===== config.mk =====
export PLATFORM = sky130hd
export DESIGN_NAME = hv_stream_sequencer
export DESIGN_NICKNAME = d
export VERILOG_FILES = /design/src/rtl/hv_stream_sequencer.sv
export SDC_FILE = /design/constraint.sdc
export NUM_CORES = 2
export LEC_CHECK = 0
export ABC_AREA = 1
export ABC_CLOCK_PERIOD_IN_PS = 4080
export BUFFER_PORTS_ARGS = -buffer_cell sky130_fd_sc_hd__buf_4
export CAP_MARGIN = 20
export CORE_AREA = 4 4 464 466
export CTS_BUF_LIST = sky130_fd_sc_hd__clkbuf_4 sky130_fd_sc_hd__clkbuf_8
export DETAILED_ROUTE_END_ITERATION = 7
export DIE_AREA = 0 0 468 470
export HOLD_SLACK_MARGIN = 0.1
export PLACE_DENSITY_LB_ADDON = 0.05
export SLEW_MARGIN = 20
export SYNTH_ARGS = -nofsm -noshare
export SYNTH_HDL_FRONTEND = slang
export SYNTH_SLANG_ARGS = --single-unit

===== constraint.sdc =====
create_clock -name clk_i -period 4.08 [get_ports clk_i]
set_input_delay 0.816 -clock clk_i [delete_from_list [all_inputs] [get_ports clk_i]]
set_output_delay 0.816 -clock clk_i [all_outputs]
set_load 0.005 [all_outputs]

===== src/rtl/hv_stream_sequencer.sv =====
// rtl/hv_stream_sequencer.sv - HV memory read sequencer feeding a valid/ready stream
// Optional stall counter is built when HV_STREAM_PERF_CNT_EN is defined.
module hv_stream_sequencer #(
  parameter int unsigned DataWidth  = 512,
  parameter int unsigned AddrWidth  = 32,
  parameter int unsigned CountWidth = 16
) (
  input  logic                  clk_i,
  input  logic                  rst_ni,
  input  logic [AddrWidth-1:0]  cfg_start_addr_i,
  input  logic [CountWidth-1:0] cfg_num_entries_i,
  input  logic [CountWidth-1:0] cfg_num_loops_i,
  input  logic                  start_i,
  input  logic                  stop_i,
  output logic                  busy_o,
  output logic                  done_o,
  output logic                  mem_rd_en_o,
  output logic [AddrWidth-1:0]  mem_rd_addr_o,
  input  logic [DataWidth-1:0]  mem_rd_data_i,
  output logic [DataWidth-1:0]  stream_data_o,
  output logic [AddrWidth-1:0]  stream_addr_o,
  output logic                  stream_valid_o,
  input  logic                  stream_ready_i,
  output logic [31:0]           stall_cycles_o
);

  typedef enum logic [1:0] {IDLE, RUN, DRAIN, DONE} state_e;

  state_e                r_state;
  logic                  r_busy;
  logic                  r_done;
  logic [AddrWidth-1:0]  r_start_addr;
  logic [AddrWidth-1:0]  r_addr;
  logic [CountWidth-1:0] r_num_entries;
  logic [CountWidth-1:0] r_num_loops;
  logic [CountWidth-1:0] r_entry_idx;
  logic [CountWidth-1:0] r_loop_idx;
  logic                  r_inflight;
  logic [AddrWidth-1:0]  r_inflight_addr;
  logic [DataWidth-1:0]  r_buf_data [2];
  logic [AddrWidth-1:0]  r_buf_addr [2];
  logic                  r_wr_ptr;
  logic                  r_rd_ptr;
  logic [1:0]            r_count;

  logic       w_has_credit;
  logic       w_rd_en;
  logic       w_valid;
  logic       w_pop;
  logic       w_pop_buf;
  logic       w_push;
  logic       w_last_entry;
  logic       w_last_pass;
  logic [1:0] w_count_next;

  // A read may issue only when buffered plus in-flight entries leave a free slot.
  assign w_has_credit = (r_count + {1'b0, r_inflight}) < 2'd2;
  assign w_rd_en      = (r_state == RUN) && !stop_i && w_has_credit;
  assign w_valid      = (r_count != 2'd0) || r_inflight;
  assign w_pop        = w_valid && stream_ready_i;
  assign w_pop_buf    = w_pop && (r_count != 2'd0);
  // Landing data with an empty buffer is presented directly and skips the buffer if taken.
  assign w_push       = r_inflight && !(w_pop && (r_count == 2'd0));
  assign w_count_next = r_count + {1'b0, w_push} - {1'b0, w_pop_buf};
  assign w_last_entry = (r_entry_idx == r_num_entries - CountWidth'(1));
  assign w_last_pass  = (r_num_loops != '0) && ((r_loop_idx + CountWidth'(1)) == r_num_loops);

  assign busy_o         = r_busy;
  assign done_o         = r_done;
  assign mem_rd_en_o    = w_rd_en;
  assign mem_rd_addr_o  = w_rd_en ? r_addr : '0;
  assign stream_valid_o = w_valid;

  always_comb begin
    stream_data_o = '0;
    stream_addr_o = '0;
    if (r_count != 2'd0) begin
      stream_data_o = r_buf_data[r_rd_ptr];
      stream_addr_o = r_buf_addr[r_rd_ptr];
    end else if (r_inflight) begin
      stream_data_o = mem_rd_data_i;
      stream_addr_o = r_inflight_addr;
    end
  end

  always_ff @(posedge clk_i or negedge rst_ni) begin
    if (!rst_ni) begin
      r_state       <= IDLE;
      r_busy        <= 1'b0;
      r_done        <= 1'b0;
      r_start_addr  <= '0;
      r_addr        <= '0;
      r_num_entries <= '0;
      r_num_loops   <= '0;
      r_entry_idx   <= '0;
      r_loop_idx    <= '0;
    end else begin
      r_done <= 1'b0;
      case (r_state)
        IDLE: begin
          if (start_i) begin
            r_start_addr  <= cfg_start_addr_i;
            r_addr        <= cfg_start_addr_i;
            r_num_entries <= cfg_num_entries_i;
            r_num_loops   <= cfg_num_loops_i;
            r_entry_idx   <= '0;
            r_loop_idx    <= '0;
            if (cfg_num_entries_i == '0) begin
              r_state <= DONE;
              r_done  <= 1'b1;
            end else begin
              r_state <= RUN;
              r_busy  <= 1'b1;
            end
          end
        end
        RUN: begin
          if (w_rd_en) begin
            if (w_last_entry) begin
              r_entry_idx <= '0;
              r_addr      <= r_start_addr;
              r_loop_idx  <= r_loop_idx + CountWidth'(1);
            end else begin
              r_entry_idx <= r_entry_idx + CountWidth'(1);
              r_addr      <= r_addr + AddrWidth'(1);
            end
          end
          if (stop_i || (w_rd_en && w_last_entry && w_last_pass)) begin
            r_state <= DRAIN;
          end
        end
        DRAIN: begin
          if (w_count_next == 2'd0) begin
            r_state <= DONE;
            r_busy  <= 1'b0;
            r_done  <= 1'b1;
          end
        end
        DONE: begin
          r_state <= IDLE;
        end
        default: begin
          r_state <= IDLE;
          r_busy  <= 1'b0;
        end
      endcase
    end
  end

  always_ff @(posedge clk_i or negedge rst_ni) begin
    if (!rst_ni) begin
      r_inflight      <= 1'b0;
      r_inflight_addr <= '0;
      r_wr_ptr        <= 1'b0;
      r_rd_ptr        <= 1'b0;
      r_count         <= 2'd0;
      r_buf_data[0]   <= '0;
      r_buf_data[1]   <= '0;
      r_buf_addr[0]   <= '0;
      r_buf_addr[1]   <= '0;
    end else begin
      r_inflight <= w_rd_en;
      if (w_rd_en) begin
        r_inflight_addr <= r_addr;
      end
      if (w_push) begin
        r_buf_data[r_wr_ptr] <= mem_rd_data_i;
        r_buf_addr[r_wr_ptr] <= r_inflight_addr;
        r_wr_ptr             <= ~r_wr_ptr;
      end
      if (w_pop_buf) begin
        r_rd_ptr <= ~r_rd_ptr;
      end
      r_count <= w_count_next;
    end
  end

`ifdef HV_STREAM_PERF_CNT_EN
  logic [31:0] r_stall_cycles;

  always_ff @(posedge clk_i or negedge rst_ni) begin
    if (!rst_ni) begin
      r_stall_cycles <= 32'd0;
    end else if ((r_state == IDLE) && start_i) begin
      r_stall_cycles <= 32'd0;
    end else if (w_valid && !stream_ready_i) begin
      r_stall_cycles <= r_stall_cycles + 32'd1;
    end
  end

  assign stall_cycles_o = r_stall_cycles;
`else
  assign stall_cycles_o = 32'd0;
`endif

endmodule


==> results.toml <==
[layout]
synthToLayoutAreaGrowth_pct = 37.4
fin_nets = 9414
fin_util_pct = 39.3
drive_gt1_share_pct = 19.6

[synthesis]
synth_top_area_cell = "dfrtp_1"
synth_seq_area_share_pct = 52.1
yosys-mux-area-fraction_pct = 0.168
synth-async-reset-ratio_pct = 100
ys_ff_latch = 1257
synthFlopType = "dfrtp_1"
avgSynthCellArea_sq_um = 8.22
synth-simple-area-share_pct = 14.9
synth-edff-count = 0
synth_top_area_share_pct = 52.1
yosysMostFrequentCell = "o21ai_0"
synth_area_sq_um = 60400
yosysWarnings = 0
synthTopCellsByCount = "1679 x o21ai_0, 1372 x nand2_1, 1257 x dfrtp_1"
synth-xor-area-share_pct = 0.872
synth_cells = 7345
synthAdderAreaFrac_pct = 0.186
synth_compound_area_share_pct = 23.1
yosys-top-cells-area = "dfrtp_1 52%, o21ai_0 14%, nand2_1 8.5%"
synth.distinct_cells = 40
synth_top_family_by_area = "compound AO/OA/AOI/OAI gates"

[power_and_ir_drop]
peakVddDrop_uv = 397
pwr_density_cell_nw_per_um2 = 814
p_total_w = 0.0676
power_leakage_nw = 40.0

[placed_design]
portBuffers = 1160
gp_congestion = 0.811
dpl.hpwl_mm = 174

[worst_setup_path]
criticalPathCategory = "register to output port"
start_kind = "register"
critical-path-top-delay-family = "buffers and inverters"
cp-end-kind = "output port"
timing.critical_path.cells = "bufinv_16 > buf_12 > o32ai_1 > buf_4"
arrival_ns = 3.09
cp_max_fo = 93
critPathBufInv = 3
critPathRequiredTime_ns = 3.26
cp_slowest_cell = "o32ai_1"
slowest_delay_ns = 0.60

[route]
vias_per_cell = 4.87
drt_iter0_drc = 4756
drc = 0
wirelength_mm = 258
drtPass1Iterations = 6
wl_per_cell_um = 21.7
drtAntennaViolNets = 0
num_vias = 58000

[clock_tree]
cts_root_buf = "clkbuf_8"
cts_tree = "built"
cts_sinks = 1257
h-tree-depth = 4
postCtsSetupBuffers = 0
max-clock-path-buffers = 3
clk-insertion-delay-late_ns = 0.99
path_clk_slew_ns = 0.06
cts_buffers = 238

[die]
dieWidth_um = 468
die_h_um = 470
rows = 169
die_area_sq_um = 220000
num_io_pins = 1193
start_util_pct = 28.6
core_sq_um = 211000

[sta]
setup-violations-final = 0
fin_crit_sh_pct = 95.8
max_freq_mhz = 256
maxSlewViolCount = 0
grt_setup_unrepaired = "yes"
worst_pin_slew_ns = 1.09
fin_skew_ns = 0.0839
period_needed_ns = 3.91
tns_ns = 0
slew_headroom_pct = 27.5
hold_viol = 0

[job]
max_cap_viol_count = 0

[run_status]
status = "completed"

[global_routing]
grt_pass1_wl_mm = 382
grt-ovfl-total = 0
grt_pass1_vias = 57100
grt_max_degree = 231
grt_usage_pct = 22.6
antenna_found_initial = 74

[min_path]
hp-class = "input pin to register"
-- final timing paths --
check / start / endpoint / slack, ns / depth (start not counted)
worst max-delay path: r_inflight / stream_data_o[203] / 0.17 / 4
worst min-delay path: mem_rd_data_i[354] / r_buf_data[354] / 0.23 / 3
worst max register to register: r_count[1] / busy_o / 1.08 / 15
worst min register to register: r_buf_data[461] / r_buf_data[461] / 0.48 / 2
max in group asynchronous: rst_ni / r_buf_data[492] / 2.36 / 3
min in group asynchronous: rst_ni / r_buf_data[525] / 0.55 / 2
-- worst register-to-register path: cells and delay by family (launching register included) --
kind                     cells  cell delay [ns]
adder cells (fa/ha/maj)      2             0.44
flip-flops                   1             0.40
AO/OA/AOI/OAI                2             0.32
XOR/XNOR                     2             0.36
buffers and inverters        4             0.40
AND/OR/NAND/NOR              5             0.97
-- layout make-up --
cell class	count	area [sq um]
sequential	1257	31500
antenna	58	145
fill	21800	128000
tap	2821	3530
timing repair buffer	1829	15900
inverter	723	2760
clock buffer	402	4950
multi-input combinational	4775	23900
clock inverter	34	352
-- cell usage in the layout, fill, tap and decap left out, types with 5 or more instances in the layout --
cell	netlist	layout
a21oi_1	105	105
buf_12	0	67
buf_4	32	1219
bufinv_16	0	5
clkbuf_4	0	93
clkbuf_8	0	309
clkinv_2	0	15
clkinvlp_4	0	6
conb_1	1	32
dfrtp_1	1257	1256
diode_2	0	58
dlygate4sd3_1	0	542
ha_1	9	9
inv_1	714	713
inv_2	8	7
mux2_2	9	9
nand2_1	1372	1371
nand3_1	98	97
nand3b_1	5	5
nand4_1	17	17
nor2_1	761	759
nor2_2	4	5
nor2_4	4	5
nor3_1	21	21
o21ai_0	1679	1679
o21bai_1	32	32
o32ai_1	544	543
xnor2_1	7	7
xor2_1	48	48
-- logic make-up after synthesis --
| family | count (synthesis) |
|---|---|
| buffers and inverters | 1344 |
| xor gates and xnor gates | 57 |
| DFF | 1257 |
| AOI/OAI and AO/OA | 2364 |
| other | 1 |
| muxes | 9 |
| adders and majority gates | 9 |
| and+or+nand+nor | 2304 |
-- what timing repair did --
item                                    in CTS  in global routing
hold endpoints to repair                  1107                  0
gates resized for setup                      3                  2
hold buffers                               542                  0
endpoints found under the setup margin      20                  4
-- power breakdown --
group          internal [W]  total, W  switching (W)  leakage, nW
combinational        0.0134    0.0332         0.0198         21.3
clock               0.00786    0.0137        0.00585         2.82
sequential           0.0178    0.0207        0.00285         15.9
-- state kept, by name, indices dropped and copies added, names as in the netlist --
name / cells
r_inflight: 1
r_count: 2
busy_o: 1
r_addr: 32
r_loop_idx: 16
r_rd_ptr: 1
r_wr_ptr: 1
r_buf_addr: 64
r_state: 2
r_inflight_addr: 32
r_entry_idx: 16
r_start_addr: 32
r_num_entries: 16
r_buf_data: 1024
done_o: 1
r_num_loops: 16
-- metal layers --
layer | vias up | track usage [%] | routed length [um]
met3 | 416 | 6.57 | 19800
li1 | 27700 | - | -
met1 | 28100 | 29.4 | 110000
met5 | - | 0 | 141
met4 | 24 | 8.54 | 10400
met2 | 1791 | 35.6 | 117000
-- metrics by stage --
stage / area, sq um / cells / worst slack [ns] / hold WS [ns]
after floorplan: 60500 / 7376 / 1.43 / 0.448
after global placement: 72100 / 10900 / 0.774 / 0.461
after detailed placement: 72100 / 10900 / 0.864 / 0.467
after CTS: 82800 / 11800 / 0.0135 / 0.101
after global routing: 83000 / 11900 / -0.0296 / 0.119
final: 83000 / 11900 / 0.172 / 0.226
No activity file was read; power rests on OpenSTA's default activity.
